### src/rtl/alarm_pkg.sv
// Shared definitions for the RTC alarm scheduler: FSM state encoding,
// slot register addresses and compare-field geometry.
package alarm_pkg;

   typedef enum logic [1:0] {
      IDLE    = 2'd0,
      RINGING = 2'd1,
      SNOOZED = 2'd2
   } state_t;

   localparam logic [1:0] ADDR_MIN  = 2'd0;
   localparam logic [1:0] ADDR_HOUR = 2'd1;
   localparam logic [1:0] ADDR_DAY  = 2'd2;
   localparam logic [1:0] ADDR_WDAY = 2'd3;

   // bit 7 of every slot register enables that field's compare
   localparam int EN_BIT = 7;

   localparam int MIN_W  = 7;
   localparam int HOUR_W = 6;
   localparam int DAY_W  = 6;
   localparam int WDAY_W = 3;

endpackage

### src/rtl/alarm_match.sv
// Combinational match function for one alarm slot.
// Ports:
//   slot_min/hour/day/wday : programmed slot registers (bit7 = field enable)
//   real_min/hour/day/weekday : current time from the timekeeping counters
//   match : slot is armed (min enabled) and every enabled field agrees
module alarm_match
   import alarm_pkg::*;
(
   input  logic [7:0] slot_min,
   input  logic [7:0] slot_hour,
   input  logic [7:0] slot_day,
   input  logic [7:0] slot_wday,
   input  logic [7:0] real_min,
   input  logic [7:0] real_hour,
   input  logic [7:0] real_day,
   input  logic [3:0] real_weekday,
   output logic       match
);

   logic min_ok, hour_ok, day_ok, wday_ok, date_ok;

   always_comb begin
      min_ok  = slot_min[MIN_W-1:0] == real_min[MIN_W-1:0];
      hour_ok = !slot_hour[EN_BIT] || (slot_hour[HOUR_W-1:0] == real_hour[HOUR_W-1:0]);
      day_ok  = slot_day[DAY_W-1:0] == real_day[DAY_W-1:0];
      wday_ok = slot_wday[WDAY_W-1:0] == real_weekday[WDAY_W-1:0];
      // with both date fields enabled, either one satisfies the alarm
      case ({slot_day[EN_BIT], slot_wday[EN_BIT]})
         2'b11:   date_ok = day_ok || wday_ok;
         2'b10:   date_ok = day_ok;
         2'b01:   date_ok = wday_ok;
         default: date_ok = 1'b1;
      endcase
      // the minute enable is the slot arm bit; nothing matches without it
      match = slot_min[EN_BIT] && min_ok && hour_ok && date_ok;
   end

endmodule

### src/rtl/alarm_scheduler.sv
// Multi-slot RTC alarm controller. Slots are compared against the running
// time on each min_tick; matching slots latch a pending flag, the lowest
// pending slot rings, and ack / snooze / auto-off retire it.
// Ports:
//   clk, rst        : clock, synchronous active-high reset
//   cfg_*           : host slot register access (read data one cycle late)
//   real_*, min_tick: current time and the new-minute strobe
//   intr_ack, snooze: user stop / snooze pulses
//   irq             : high while ringing
//   ring_id         : slot ringing or snoozed
//   alarm_flag      : per-slot pending status
module alarm_scheduler
   import alarm_pkg::*;
#(
   parameter int NUM_ALARMS   = 2,
   parameter int SNOOZE_MIN   = 5,
   parameter int AUTO_OFF_MIN = 10
) (
   input  logic                  clk,
   input  logic                  rst,
   input  logic                  cfg_we,
   input  logic                  cfg_re,
   input  logic [1:0]            cfg_sel,
   input  logic [1:0]            cfg_addr,
   input  logic [7:0]            cfg_wdata,
   output logic [7:0]            cfg_rdata,
   input  logic [7:0]            real_min,
   input  logic [7:0]            real_hour,
   input  logic [7:0]            real_day,
   input  logic [3:0]            real_weekday,
   input  logic                  min_tick,
   input  logic                  intr_ack,
   input  logic                  snooze,
   output logic                  irq,
   output logic [1:0]            ring_id,
   output logic [NUM_ALARMS-1:0] alarm_flag
);

   logic [7:0] slot_min  [NUM_ALARMS];
   logic [7:0] slot_hour [NUM_ALARMS];
   logic [7:0] slot_day  [NUM_ALARMS];
   logic [7:0] slot_wday [NUM_ALARMS];

   state_t                  state, state_n;
   logic [1:0]              ring_n, win_id;
   logic [5:0]              snz_cnt, snz_n, auto_cnt, auto_n;
   logic [NUM_ALARMS-1:0]   match, ring_oh, clr, flag_n;
   logic                    win_any;
   logic [7:0]              rd_data;

   for (genvar g = 0; g < NUM_ALARMS; g++) begin : g_slot
      alarm_match u_match (
         .slot_min     (slot_min[g]),
         .slot_hour    (slot_hour[g]),
         .slot_day     (slot_day[g]),
         .slot_wday    (slot_wday[g]),
         .real_min     (real_min),
         .real_hour    (real_hour),
         .real_day     (real_day),
         .real_weekday (real_weekday),
         .match        (match[g])
      );
   end

   // lowest-index pending slot wins; selectors beyond NUM_ALARMS read as 0
   always_comb begin
      win_any = |alarm_flag;
      win_id  = 2'd0;
      rd_data = 8'd0;
      for (int i = NUM_ALARMS - 1; i >= 0; i--) begin
         if (alarm_flag[i]) win_id = 2'(i);
      end
      for (int i = 0; i < NUM_ALARMS; i++) begin
         ring_oh[i] = (ring_id == 2'(i));
         if (cfg_sel == 2'(i)) begin
            case (cfg_addr)
               ADDR_MIN:  rd_data = slot_min[i];
               ADDR_HOUR: rd_data = slot_hour[i];
               ADDR_DAY:  rd_data = slot_day[i];
               default:   rd_data = slot_wday[i];
            endcase
         end
      end
   end

   always_comb begin
      state_n = state;
      ring_n  = ring_id;
      snz_n   = snz_cnt;
      auto_n  = auto_cnt;
      clr     = '0;
      case (state)
         IDLE: begin
            if (win_any) begin
               state_n = RINGING;
               ring_n  = win_id;
               auto_n  = 6'd0;
            end
         end
         RINGING: begin
            if (intr_ack) begin
               clr     = ring_oh;
               state_n = IDLE;
            end else if (snooze) begin
               state_n = SNOOZED;
               snz_n   = 6'(SNOOZE_MIN);
            end else if (min_tick) begin
               if (int'(auto_cnt) + 1 >= AUTO_OFF_MIN) begin
                  clr     = ring_oh;
                  state_n = IDLE;
               end else if (auto_cnt != 6'h3f) begin
                  auto_n = auto_cnt + 6'd1;
               end
            end
         end
         SNOOZED: begin
            if (intr_ack) begin
               clr     = ring_oh;
               state_n = IDLE;
            end else if (min_tick) begin
               if (snz_cnt <= 6'd1) begin
                  state_n = RINGING;
                  snz_n   = 6'd0;
                  auto_n  = 6'd0;
               end else begin
                  snz_n = snz_cnt - 6'd1;
               end
            end
         end
         default: state_n = IDLE;
      endcase
      // reprogramming the active slot's minute retires that alarm outright
      if (state != IDLE && cfg_we && cfg_addr == ADDR_MIN && cfg_sel == ring_id) begin
         clr     = ring_oh;
         state_n = IDLE;
      end
      // a same-cycle re-match of a cleared slot keeps it pending
      flag_n = (alarm_flag & ~clr) | (match & {NUM_ALARMS{min_tick}});
   end

   always_ff @(posedge clk) begin
      if (rst) begin
         state      <= IDLE;
         ring_id    <= 2'd0;
         snz_cnt    <= 6'd0;
         auto_cnt   <= 6'd0;
         alarm_flag <= '0;
         cfg_rdata  <= 8'd0;
         for (int i = 0; i < NUM_ALARMS; i++) begin
            slot_min[i]  <= 8'd0;
            slot_hour[i] <= 8'd0;
            slot_day[i]  <= 8'd0;
            slot_wday[i] <= 8'd0;
         end
      end else begin
         state      <= state_n;
         ring_id    <= ring_n;
         snz_cnt    <= snz_n;
         auto_cnt   <= auto_n;
         alarm_flag <= flag_n;
         if (cfg_re) cfg_rdata <= rd_data;
         for (int i = 0; i < NUM_ALARMS; i++) begin
            if (cfg_we && cfg_sel == 2'(i)) begin
               case (cfg_addr)
                  ADDR_MIN:  slot_min[i]  <= cfg_wdata;
                  ADDR_HOUR: slot_hour[i] <= cfg_wdata;
                  ADDR_DAY:  slot_day[i]  <= cfg_wdata;
                  default:   slot_wday[i] <= cfg_wdata;
               endcase
            end
         end
      end
   end

   assign irq = (state == RINGING);

endmodule
### config.mk
export PLATFORM = sky130hd
export DESIGN_NAME = alarm_scheduler
export DESIGN_NICKNAME = d
export VERILOG_FILES = /design/src/rtl/alarm_pkg.sv /design/src/rtl/alarm_match.sv /design/src/rtl/alarm_scheduler.sv
export SDC_FILE = /design/constraint.sdc
export NUM_CORES = 1
export LEC_CHECK = 0
export CORE_ASPECT_RATIO = 0.6
export CORE_MARGIN = 3
export CORE_UTILIZATION = 63
export DETAILED_ROUTE_END_ITERATION = 16
export DONT_BUFFER_PORTS = 1
export GPL_ROUTABILITY_DRIVEN = 0
export HOLD_SLACK_MARGIN = 0.15
export PLACE_DENSITY = 0.79
export SYNTH_ARGS = -nofsm -noshare
export SYNTH_HDL_FRONTEND = slang
export SYNTH_SLANG_ARGS = --single-unit
export TNS_END_PERCENT = 50
### constraint.sdc
create_clock -name clk -period 2.9 [get_ports clk]
set_input_delay 0.725 -clock clk [delete_from_list [all_inputs] [get_ports clk]]
set_output_delay 0.725 -clock clk [all_outputs]
set_load 0.02 [all_outputs]
==> results of run 1 <==
## metal layers
metal | vias up | wire (um) | track usage
li1 | 1419 | - | -
met1 | 1515 | 4530 | 0.387
met2 | 219 | 5070 | 0.437
met3 | 11 | 1930 | 0.143
met4 | 0 | 95 | 0.0618
met5 | - | 0 | 0
## critical path, stage by stage, from the launching register on
cell and delay [ns]:
dfxtp_1 0.38, inv_1 0.09, ha_1 0.35, o21a_1 0.26, nor3_1 0.32, nand2_2 0.14, o31ai_2 0.48, mux2i_1 0.24
## area by class of cell
| class | count | share of cell area |
|---|---|---|
| Clock inverter | 7 | 0.0119 |
| Timing Repair Buffer | 13 | 0.0193 |
| Tap cell | 87 | 0.0215 |
| Multi-Input combinational cell | 265 | 0.413 |
| Inverter | 14 | 0.0104 |
| Clock buffer | 9 | 0.0446 |
| Sequential cell | 89 | 0.479 |
## power by group
group,switching (mW),leakage [nW],internal (mW)
clock network,0.511,0.138,0.599
registers,0.0854,0.816,1.46
logic,0.339,0.803,0.264
## synth_stat cells (2+ instances only)
master	number	area, um^2
xnor2_1	30	263
nand2b_1	3	18.8
mux4_2	16	360
and2_1	32	200
mux2i_1	3	30.0
nor2b_1	11	68.8
nor2_1	27	101
nand3_1	5	25.0
o31ai_1	6	45.0
a31oi_1	2	12.5
a21oi_1	10	50.1
mux2_2	8	90.1
a211oi_1	3	22.5
buf_4	2	15.0
or4_1	3	22.5
nand4_1	9	56.3
nand2_1	21	78.8
nor3_1	3	15.0
inv_1	14	52.6
ha_1	8	100
edfxtp_1	64	1920
clkbuf_1	6	22.5
o21a_1	2	15.0
dfxtp_1	25	500
xor2_1	20	175
buf_2	2	10.0
o21ai_0	14	70.1
nor4_1	4	25.0
or3_1	2	12.5
nor3b_1	4	30.0
## state kept, by name, summed over array words and instances (netlist names)
signal	cells
snz_cnt	6
cfg_rdata	8
auto_cnt	6
slot_min	16
slot_wday	16
state	2
slot_day	16
slot_hour	16
ring_id	1
alarm_flag	2
## worst paths after layout
kind / startpoint / to / slack (ns) / cells after the start
setup / recovery: state[1] / auto_cnt[1] / 0.56 / 7
hold / removal: rst / cfg_rdata[6] / 0.45 / 1
hold reg to reg: auto_cnt[5] / auto_cnt[5] / 0.48 / 1
setup reg to reg: state[1] / auto_cnt[1] / 0.56 / 7
## placed cells by master, fill, tap and decap left out, drive strengths merged, types with 4 or more instances in the layout
cell type,instances
edfxtp,64
and2,32
xnor2,30
nor2,27
dfxtp,25
nand2,22
xor2,20
inv,19
mux4,16
o21ai,14
buf,13
nor2b,11
a21oi,10
nand4,9
clkbuf,9
mux2,8
ha,8
o31ai,8
nand3,5
nor3b,4
nor4,4
or4,4
## cell families after synthesis
| kind of cell | Yosys count | share of synthesized area |
|---|---|---|
| mux | 27 | 0.104 |
| compound gates | 51 | 0.0805 |
| buf+inv | 25 | 0.0225 |
| simple gates | 128 | 0.150 |
| other cells | 1 | 0.000813 |
| fa+ha+maj | 8 | 0.0217 |
| xor+xnor | 50 | 0.0949 |
| flops | 89 | 0.525 |
==> impl.org, run 1 <==
** Run status
- Result of the run :: finished, final reports clean

** Setup path
- Element type at the critical path start :: flop
- Data required time at the worst endpoint :: 3.17 ns
- Top fanout value on the critical path :: 7
- Data arrives at the worst endpoint at 2.61 ns.
- The worst setup path is captured at a flop.
- Type of the setup path with the least slack :: reg2reg

** Routing
- Mean routed wirelength per cell :: 24.0 um
- Drt pass-1 iters :: 5
- Number of DRC markers after the initial detailed-route iteration :: 416
- For this block, the routed nets add up to 11.6 mm of wire.
- In this run the remaining antenna-violating nets after routing total 0.
- In the routed layout, each cell is associated on average with a via count of 6.54.
- Summing over every cut layer, the via total after detailed routing is 3164.
- Number of remaining DRC errors :: 0

** Logic synthesis
- After synthesis the netlist holds a flip-flop and latch count of 89.
- The number of different library cells used by synthesis comes to 50.
- Number of instances in the synthesized netlist :: 379
- For this run, the register share of the synthesized area comes to 0.525.
- Synthesis warning total :: 0
- The mapped netlist covers 0.00461 mm^2.
- Flip-flop cell with the highest count after synthesis :: edfxtp_1
- In the synthesized netlist the async set-or-reset flop fraction comes to 0.
- Yosys mapped a number of flops with a built-in enable equal to 64.
- The average instance in the mapped netlist occupies 12.2 um^2.
- Synth Net Count :: 434

** Timing
- Setup repair after global routing left no endpoint under its margin.
- Hold WS :: 0.449 ns
- FMAX :: 426 MHz
- Subtracting the final worst setup slack from the clock period gives 2.34 ns.
- Of the available clock period, the critical path in the final layout requires 0.809.
- Pins over their slew limit :: 0
- Measured against its own limit, the worst slew margin works out to 0.530.
- The count of final hold-check violations is 0.
- Largest clock skew in the final design :: 0.00827 ns
- For the pin with the worst max-slew slack, the measured transition is 0.702 ns.
- Final-report setup violation count :: 0
- Adding up every negative setup slack in the final design gives 0 ns.
- Setup WS post-layout :: 0.555 ns

** Clock tree
- Setup bufs post-CTS :: 0
- CTS placed an instance of clkbuf_16 at the clock tree root.
- CTS Sinks :: 89
- CTS tree :: done
- CTS buffer count :: 9
- The clock tree synthesis step divided the H-tree into 3 levels.
- After clock tree synthesis, the clock-pin slew on the worst setup and hold paths is 0.07 ns.
- Source-to-sink clock delay at the later pin of the worst-skew pair :: 0.34 ns
- Post-CTS sizing :: 0
- The number of hold buffers added after CTS was 0.
- CTS Buffer Depth :: 2

** Power
- Static Leak :: 1.76 nW
- Worst vdd rail ir drop :: 421 uV
- Power spread over the standard cell area amounts to 644 mW/mm^2.
- After layout, the design draws a total of 3.26 mW.

** Floorplan
- The die covers 0.00842 mm^2.
- Number of top-level pins :: 60
- Measured along the x axis, the die boundary spans 116 um.
- The floorplan has 23 rows.
- The initial utilization of the core area, before any placement, comes to 0.671.
- In this run the vertical extent of the chip is 72.3 um.
- The floorplan step defined a core boundary enclosing 0.00688 mm^2.

** Placement
- Cell Area, Placed :: 0.00477 mm^2
- In this run, placement finished with an instance count of 468.
- The HPWL after detailed placement is 8.53 mm.
- OpenSTA, run right after detailed placement, puts the worst setup slack at 0.607 ns.
- Port buffering added 0 buffers.

** Global route
- Global-route usage over all layers :: 0.290
- First-pass GRT wire length :: 17.3 mm
- Maximum number of pins on one net before global-route repair :: 20
- For this run the aggregate overflow at the end of global routing stands at 0.
- The number of global-route vias before repair is 3036.
- The number of antenna violations at the first check in global routing came to 0.

** Layout
- Layout Cell Area excl Fill :: 0.00505 mm^2
- Final net count :: 447
- At the end of the flow the core is filled with cells to 0.735.
- The number of antenna diodes in the final layout is 0.
- Of the cells placed in the final design, the portion with a size suffix greater than 1 is 0.146.
- Number of filler instances in the final layout :: 448
- Area of all sequential standard cells :: 0.00242 mm^2
- Summing all multi-input logic gate instances after layout gives 0.00209 mm^2.
- From synthesis to final layout, the design area changed by 9.54%.
- Final Instance Count excl. Fillers :: 484

** Job
- Maxcap violations :: 0

** Min path
- The tightest min-delay check is of the in2reg type.
Note: power is estimated with default switching activity, not from simulation.
==> inputs of run 2 (changes only) <==
==> constraint.sdc (replaced) <==
create_clock -name clk -period 2.3 [get_ports clk]
set_input_delay 0.575 -clock clk [delete_from_list [all_inputs] [get_ports clk]]
set_output_delay 0.575 -clock clk [all_outputs]
set_load 0.02 [all_outputs]
==> impl.org, run 2 (synthesized netlist as in run 1, its figures left out) <==
** Run status
- Result of the run :: finished, final reports clean

** Layout
- Area overhead of the layout relative to synthesis :: 10.5%
- Diode insertion count for antenna repair :: 0 (unchanged)
- Most frequent standard cell in the layout excluding fill and tap cells :: edfxtp_1
- Number of filler instances in the final layout :: 456 (+1.8%)
- Layout cell share with drive strength beyond 1 :: 0.164 (+0.0177)
- The post-layout net count was 453 (+1.3%).
- The final standard cell count with taps included and fillers excluded came to 490 (+1.2%).
- The top cell types in the final layout, fill and taps aside, are edfxtp_1 (64), and2_1 (32), xnor2_1 (30), nor2_1 (27), dfxtp_1 (25).

** Routing
- Number of remaining DRC errors :: 0 (unchanged)
- Mean routed wirelength per cell :: 23.8 um (-1.2%)
- The vias after detailed routing was 3172 (+0.25%).
- The post-detailed-route via-to-cell ratio came to 6.47 (-0.97%).
- The number of nets still failing antenna checks after routing is 0 (unchanged).
- Drt pass-1 iters :: 5 (unchanged)
- The aggregate routed wire length came to 11.6 mm (about the same).
- The iteration-0 DRC count of the detailed router was 401 (-3.6%).

** Floorplan
- The die area is 0.00842 mm^2 (unchanged).
- Die height :: 72.3 um (unchanged)
- Number of top-level pins :: 60 (unchanged)
- The count of standard-cell rows came to 23 (unchanged).
- The core box area came to 0.00688 mm^2 (unchanged).
- Effective utilization at floorplan :: 0.671 (unchanged)
- Die extent in x :: 116 um (unchanged)

** Global route
- The first-pass GRT wire length was 17.6 mm (+2.1%).
- The remaining global-route overflow is 0 (unchanged).
- Number of global-route vias before repair :: 3112 (+2.5%)
- Global-route usage over all layers :: 0.297 (+0.00687)
- Number of antenna violations at the first check in global routing :: 0 (unchanged)
- Maximum number of pins on one net before global-route repair :: 20 (unchanged)

** Timing
- The final worst-path cycle share came to 0.929 (+0.121).
- Hold Vio Cnt, Final :: 0 (unchanged)
- The total of endpoints with negative setup slack in the final report came to 0 (unchanged).
- Largest clock skew in the final design :: 0.00581 ns (-0.00246 ns)
- The worst setup slack after layout came to 0.162 ns (-0.393 ns).
- Pins over their slew limit :: 0 (unchanged)
- The final period demand of the worst path was 2.14 ns (-0.207 ns).
- Setup repair after global routing missed its margin :: no
- Hold WS :: 0.298 ns (-0.150 ns)
- The achievable clock frequency came to 468 MHz (+9.7%).

** Clock tree
- The number of sinks driven by the clock tree was 89 (unchanged).
- The number of buffers created by CTS came to 9 (unchanged).
- TritonCTS built the clock tree.
- Root Buffer :: clkbuf_16
- The number of hold buffers added after CTS was 0 (unchanged).
- The number of H-tree levels was 3 (unchanged).
- The number of buffers inserted to repair setup after CTS was 0 (unchanged).
- The maximum buffer depth of the clock tree was 2 (unchanged).
- The clock-pin slew of the registers on the worst-case setup and hold paths is 0.06 ns (about the same).
- Source-to-sink clock delay at the later pin of the worst-skew pair :: 0.35 ns (about the same)

** Power
- Internal :: 2.93 mW (+26%)
- The part of the power in registers is 0.478 (+0.004).
- The clock network fraction of total power was 0.325 (-0.016).
- Static Leak :: 1.77 nW (+1.0%)
- The share of power burned in combinational logic came to 0.197 (+0.012).
- The largest vdd supply drop came to 858 uV (+100%).
- The switching power came to 1.14 mW (+22%).
- Power per Cell Area :: 797 mW/mm^2 (+24%)
- Switching portion of total power :: 0.280 (-0.00765)

** Setup path
- The required time of the critical path was 2.55 ns (-0.62 ns).
- Critical register-to-register path startpoint :: auto_cnt[1]
- The critical path in this run is classified as reg2reg.
- The register-to-register setup slack is 0.16 ns (-0.39 ns).
- The worst register-to-register path ends at auto_cnt[0].
- Worst Setup End Kind :: flop
- The data arrival time of the critical path is 2.39 ns (-0.22 ns).
- The critical path starts at auto_cnt[1].
- The critical-path maximum fanout was 6 (-1).
- The number of cells on the worst reg-to-reg path is 8 (+1).
- Element type at the critical path start :: flop

** Placement
- The number of placed instances, taps included came to 474 (+1.3%).
- Worst setup timing slack at the placement stage :: 0.139 ns (-0.468 ns)
- Count of buffers from port buffering :: 0 (unchanged)
- HPWL Detailed :: 8.46 mm (-0.93%)

** Job
- The number of max-capacitance violations reported was 0 (unchanged).

** Min path
- Worst hold path cell count :: 1 (unchanged)
- In this run the most critical hold path is launched from rst.
- Worst Hold Endpoint :: cfg_rdata[6]
- In this run the worst hold path is classified as in2reg.
-- run 2: cell count changes in the layout (fill, tap and decap cells not counted), sizes merged --
| cell | change |
|---|---|
| clkinv | +1 |
| clkbuf | +2 |
| inv | -4 |
| clkinvlp | +1 |
| buf | +6 |
-- run 2: power by group through the flow --
| stage | Sequential [mW] | Clock [mW] | Combinational, mW |
|---|---|---|---|
| 2_1_floorplan | 1.94 | 0 | 0.598 |
| 3_3_place_gp | 1.97 | 0 | 0.760 |
| 3_5_place_dp | 1.97 | 0 | 0.775 |
| 4_1_cts | 1.94 | 1.33 | 0.784 |
| 5_1_grt | 1.95 | 1.40 | 0.860 |
| 6_report | 1.94 | 1.32 | 0.801 |
-- run 2: metrics by stage --
| stage | cell area [um^2] | total power, mW | setup TNS (ns) | util |
|---|---|---|---|---|
| 2_1_floorplan | 4620 | 2.54 | -1.89 | - |
| 3_3_place_gp | 4820 | 2.73 | 0 | 0.701 |
| 3_5_place_dp | 4820 | 2.75 | 0 | 0.701 |
| 4_1_cts | 5090 | 4.05 | 0 | 0.740 |
| 5_1_grt | 5100 | 4.22 | 0 | 0.741 |
| 6_report | 5100 | 4.06 | 0 | 0.741 |
-- run 2: worst max-delay path by stage --
stage                 endpoint  cells past startpoint  slack, ns
6_report           auto_cnt[0]                      8       0.16
5_1_grt            auto_cnt[0]                      8       0.02
4_1_cts            auto_cnt[0]                      8       0.08
3_5_place_dp       auto_cnt[2]                      8       0.14
3_3_place_gp       auto_cnt[2]                      8       0.20
2_1_floorplan  slot_day[0][10]                      4      -0.15
-- run 2: timing repair --
| item | in CTS | in global routing |
|---|---|---|
| endpoints found under the setup margin | 0 | 7 |
| gates resized for setup | 0 | 3 |
| hold endpoints to repair | 0 | 0 |
-- run 2: routing by layer --
layer / vias to the layer above / wire, um / global-route usage
li1: 1420 / - / -
met1: 1519 / 4610 / 0.424
met2: 211 / 4960 / 0.420
met3: 22 / 1880 / 0.140
met4: 0 / 194 / 0.0644
met5: - / 0 / 0
-- run 2: area by class of cell --
| class | count | area, um^2 | share of cell area |
|---|---|---|---|
| Timing Repair Buffer | 19 | 143 | 0.0280 |
| Clock buffer | 11 | 233 | 0.0457 |
| Inverter | 14 | 52.6 | 0.0103 |
| Sequential cell | 89 | 2420 | 0.475 |
| Tap cell | 87 | 109 | 0.0214 |
| Multi-Input combinational cell | 265 | 2110 | 0.413 |
| Clock inverter | 5 | 32.5 | 0.00638 |
-- run 2: worst max-delay path: stages, from the launching register on --
cell and delay (ns):
dfxtp_1 0.39, inv_1 0.06, ha_1 0.28, nor2b_1 0.16, a211oi_1 0.10, nor3_2 0.25
nand2_1 0.20, or4_1 0.50, o21ai_0 0.12
==> inputs of run 3 (changes only) <==
--- a/config.mk
+++ b/config.mk
@@ -7,12 +7,12 @@
 export LEC_CHECK = 0
 export CORE_ASPECT_RATIO = 0.6
 export CORE_MARGIN = 3
-export CORE_UTILIZATION = 63
+export CORE_UTILIZATION = 65
 export DETAILED_ROUTE_END_ITERATION = 16
 export DONT_BUFFER_PORTS = 1
 export GPL_ROUTABILITY_DRIVEN = 0
 export HOLD_SLACK_MARGIN = 0.15
-export PLACE_DENSITY = 0.79
+export PLACE_DENSITY = 0.81
 export SYNTH_ARGS = -nofsm -noshare
 export SYNTH_HDL_FRONTEND = slang
 export SYNTH_SLANG_ARGS = --single-unit
==> constraint.sdc (replaced) <==
create_clock -name clk -period 2.55 [get_ports clk]
set_input_delay 0.6375 -clock clk [delete_from_list [all_inputs] [get_ports clk]]
set_output_delay 0.6375 -clock clk [all_outputs]
set_load 0.02 [all_outputs]
==> impl.org, run 3 (synthesized netlist as in run 1, its figures left out) <==
** Power
- Worst vdd rail ir drop :: 653 uV (-24%)
- Register share of total power :: 0.463 (-0.015)
- The share of power burned in combinational logic came to 0.183 (-0.014).
- The clock network fraction of total power came to 0.354 (+0.029).
- Switching power total :: 1.04 mW (-8.9%)
- Power per Cell Area :: 742 mW/mm^2 (-6.9%)
- The switching power as a share of total power was 0.274 (-0.00586).
- The leakage power summed over all cells came to 1.77 nW (about the same).
- Internal :: 2.75 mW (-6.2%)

** Clock tree
- The number of H-tree levels came to 3 (unchanged).
- Cts-stage hold buffer count :: 0 (unchanged)
- Clk pin slew, worst setup/hold paths :: 0.06 ns (about the same)
- The number of buffers created by CTS was 9 (unchanged).
- Source-to-sink clock delay at the later pin of the worst-skew pair :: 0.35 ns (about the same)
- The root buffer cell chosen for the clock tree is clkbuf_16.
- The number of buffers inserted to repair setup after CTS was 0 (unchanged).
- CTS Buffer Depth :: 2 (unchanged)
- CTS Sinks :: 89 (unchanged)
- Post-CTS sizing :: 0 (unchanged)
- TritonCTS built the clock tree.

** Layout
- The share of the core filled with cells came to 0.753 (+0.0122).
- The area growth from synthesis to final layout was 10.4% (about the same).
- Final net count :: 449 (-0.88%)
- In the layout the commonest cells are edfxtp_1 (64), and2_1 (32), xnor2_1 (30), nor2_1 (27), dfxtp_1 (25).
- Layout cell share with drive strength beyond 1 :: 0.153 (-0.0109)
- The number of diodes is 0 (unchanged).
- Most frequent standard cell in the layout excluding fill and tap cells :: edfxtp_1

** Routing
- Total wire length after detailed routing :: 11.5 mm (-1.2%)
- The post-detailed-route via-to-cell ratio came to 6.49 (+0.28%).
- Via count of the routed design :: 3155 (-0.54%)
- Mean routed wirelength per cell :: 23.7 um (-0.40%)
- The iteration-0 DRC count of the detailed router was 349 (-13%).
- The number of nets still failing antenna checks after routing was 0 (unchanged).
- Number of remaining DRC errors :: 0 (unchanged)
- Drt pass-1 iters :: 5 (unchanged)

** Global route
- GR met3 Demand/Resource :: 0.148 (+0.00768)
- The first-pass GRT wire length is 17.4 mm (-1.2%).
- In this run the most used layer during global routing was met2.
- Number of antenna violations at the first check in global routing :: 0 (unchanged)
- Sum of overflow across all layers after global routing :: 0 (unchanged)
- Number of global-route vias before repair :: 3193 (+2.6%)
- Global-route usage over all layers :: 0.299 (+0.00147)
- The met1 track utilization from global routing came to 0.400 (-0.0245).
- Met2 track demand over resource in global routing :: 0.444 (+0.0241)
- The largest net degree at the start of global routing is 20 (unchanged).

** Floorplan
- The die area was 0.00818 mm^2 (-2.9%).
- The number of placed I/O pins came to 60 (unchanged).
- Count of standard-cell rows :: 23 (unchanged)
- Die extent in x :: 115 um (-1.5%)
- Effective utilization at floorplan :: 0.682 (+0.0114)
- Area of the core region :: 0.00676 mm^2 (-1.7%)
- Die height :: 71.3 um (-1.4%)

** Run status
- Result of the run :: finished, final reports clean

** Setup path
- Top fanout value on the critical path :: 6 (unchanged)
- Worst Path Arrival :: 2.63 ns (+0.24 ns)
- STA classifies the critical path endpoint as a flop.
- Data required time at the worst endpoint :: 2.82 ns (+0.27 ns)
- Type of the setup path with the least slack :: reg2reg
- Element type at the critical path start :: flop

** Timing
- FMAX :: 423 MHz (-9.5%)
- Aggregate negative setup slack :: 0 ns (unchanged)
- Final-report setup violation count :: 0 (unchanged)
- Crit path time final :: 2.36 ns (+0.225 ns)
- The count of final hold-check violations came to 0 (unchanged).
- In this run the tightest slew margin relative to its limit is 0.628.
- At the pin with the least slew margin, the transition time is 0.553 ns.
- Setup repair after global routing missed its margin :: no
- The final worst-path cycle share came to 0.926 (-0.00305).
- The number of max-slew violations in the final report is 0 (unchanged).
- The worst-case clock skew came to 0.00470 ns (-0.00111 ns).

** Min path
- Type of the worst min-delay path :: in2reg

** Placement
- HPWL Detailed :: 8.45 mm (about the same)
- Count of buffers from port buffering :: 0 (unchanged)

** Job
- Maxcap violations :: 0 (unchanged)
run 3: cell count changes in the layout (fill, tap and decap cells not counted), moves of 2 or more:
| cell | previous run | this run |
|---|---|---|
| buf_4 | 19 | 15 |
| clkbuf_1 | 2 | 0 |
| o21ai_0 | 12 | 14 |
| o21ai_1 | 2 | 0 |
run 3: layout make-up:
cell class	instances	area (um^2)
well taps	87	109
flip-flops and latches	89	2420
inverters	14	52.6
fillers	451	1670
repair buffers	15	113
clock inverters	6	66.3
multi-input cells	265	2090
clock buffers	10	239
run 3: critical path, cell delays in order (launching register included):
cell and delay, ns:
dfxtp_1 0.38, inv_1 0.06, ha_1 0.29, nor2b_1 0.17
a21boi_0 0.11, o21ai_0 0.30, nand2_1 0.22, o31ai_2 0.50
mux2i_1 0.25
run 3: final timing paths:
path                                  start           end  slack [ns]  cells after the start
worst max-delay path            auto_cnt[1]   auto_cnt[1]        0.19                      8
worst min-delay path                    rst  cfg_rdata[0]        0.36                      1
worst max register to register  auto_cnt[1]   auto_cnt[1]        0.19                      8
worst min register to register  auto_cnt[5]   auto_cnt[5]        0.47                      1
run 3: stage by stage:
stage / worst slack (ns) / total power, mW / hold WS, ns / instances / area, um^2
floorplan: 0.00443 / 2.29 / 0.458 / 379 / 4620
global placement: 0.344 / 2.43 / 0.464 / 470 / 4790
detailed placement: 0.279 / 2.45 / 0.467 / 470 / 4790
CTS: 0.236 / 3.77 / 0.351 / 486 / 5090
global route: 0.0554 / 3.92 / 0.350 / 486 / 5090
finish: 0.188 / 3.78 / 0.356 / 486 / 5090
run 3: metal layers:
layer  vias up  part of all wire  routed length [um]
met3        23              0.15                1750
met5         -                 0                   0
met2       208              0.45                5140
met4         0             0.014                 159
li1       1417                 -                   -
met1      1507              0.39                4450
run 3: power by group through the flow:
| stage | Sequential (mW) | Combinational (mW) | Clock, mW |
|---|---|---|---|
| finish | 1.75 | 0.692 | 1.34 |
| global route | 1.76 | 0.758 | 1.39 |
| CTS | 1.75 | 0.681 | 1.34 |
| detailed placement | 1.78 | 0.675 | 0 |
| global placement | 1.77 | 0.656 | 0 |
| floorplan | 1.75 | 0.538 | 0 |
==> edit, RTL diff (settings of run 1) <==
Set the parameter `NUM_ALARMS` to 8 (it was 2).
--- a/src/rtl/alarm_scheduler.sv
+++ b/src/rtl/alarm_scheduler.sv
@@ -12,7 +12,7 @@
 module alarm_scheduler
    import alarm_pkg::*;
 #(
-   parameter int NUM_ALARMS   = 2,
+   parameter int NUM_ALARMS   = 8,
    parameter int SNOOZE_MIN   = 5,
    parameter int AUTO_OFF_MIN = 10
 ) (
Interface: changed (resized alarm_flag); port bits go from 60 to 66. No check against the original RTL was run, so the function may have changed too.
==> edit against run 1 <==
Global-route usage rose by 4.0 points. First-iteration DRC count rose to 2.7 times the old value. Worst setup slack got worse by 0.18 ns. Sequential cell count rose by 123. Fmax fell by 7.2%. Final area rose by 130%. Power rose by 120%. Via count rose by 130%. Non-clock buffer count rose by 13. Sequential share of layout area rose by 5.1 points. Wire length rose to 2.6 times the old value. Synthesized area rose by 130%. Synthesized cell count rose by 120%. Critical path type unchanged. Highest routed layer unchanged.
==> edit: results (changes against run 1) <==
* Status: finished, final reports clean
* CP max stage cell: or4_1
* Hold EP: auto_cnt[5]
* DRT iter0 DRCs at 1134 (+170%)
* Mean routed wirelength per cell at 27.7 um (+15%)
* Critical path launch point: snz_cnt[2]
* Post-synth EDFFs at 180 (+180%)
* Non-clock inverter count at 23 (+9)
* Fill cells at 1033 (+130%)
* Cell area after layout at 11400 um2 (+130%)
* Cell-internal power at 5.39 mW (+130%)
* Detail Placement HPWL at 21.3 mm (+150%)
* Final cell count without fillers at 1077 (+120%)
* Area contributors post-synth: edfxtp_1 (51%), mux4_2 (7.7%), xnor2_1 (6.9%), dfxtp_1 (6.1%), nor2_1 (5.0%)
* Placed cells at 1043 (+120%)
* Vias in the first global route at 7179 (+140%)
* Setup WS post-layout at 0.374 ns (-0.181 ns)
* CTS H-tree depth at 1 (-2)
* Arrival time at the worst endpoint at 2.95 ns (+0.34 ns)
* Synth Area in XOR/XNOR at 11.5% (+2.0 points)
* Fraction of area in multi-input gates at 36.4% (-4.9 points)
* First-pass GRT wire length at 44.7 mm (+160%)
* Leak pwr at 3.84 nW (+120%)
* Worst vdd ir at 0.633 mV (+51%)
* List of most frequent post-synthesis cells: edfxtp_1 (180), nor2_1 (140), xnor2_1 (83)
* Share of cells above drive strength 1 at 11.3% (-3.3 points)
* Non-clock buffer area fraction after layout at 1.82% (-0.11 points)
* Sequential area share after synthesis at 57.5% (+5.0 points)
* Yosys cell types at 59 (+18%)
* Largest net degree at the start of global routing at 42 (+110%)
* Worst-Skew Late Latency at 0.50 ns (+0.16 ns)
* Syn_area_per_cell at 12.4 um2 (+1.5%)
* Clk_buf instances at 26 (+17)
* CTS max path bufs at 3 (+1)
* Crit-path max FO at 5 (-2)
* Total global-route track usage at 33.0% (+4.0 points)
* Place WS at 0.530 ns (-0.0771 ns)
-- edit: cell count changes after synthesis, moves of 8 or more --
cell | before | now
edfxtp_1 | 64 | 180
nor2_1 | 27 | 140
xnor2_1 | 30 | 83
clkbuf_1 | 6 | 45
xor2_1 | 20 | 55
and2_1 | 32 | 0
nand2_1 | 21 | 53
mux4_2 | 16 | 36
nand3_1 | 5 | 25
mux2i_1 | 3 | 16
nand4_1 | 9 | 18
nor4_1 | 4 | 13
inv_1 | 14 | 22
mux2_2 | 8 | 0
-- edit: routing by layer --
layer  track usage [%]  share of wire, %  vias up  wire length, um
met5                 0                 0        -                0
met4              8.96               3.1        0              921
met3              14.6                19       80             5550
met2              46.7                41      646            12200
met1              46.9                37     3568            11100
li1                  -                 -     3068                -
-- edit: power by group through the flow --
stage	Clock, mW	Combinational [mW]	Sequential [mW]
after global routing	2.75	0.857	3.72
after global placement	0	0.745	3.74
after detailed placement	0	0.774	3.76
after floorplan	0	0.648	3.70
after CTS	2.61	0.781	3.70
final	2.61	0.804	3.70
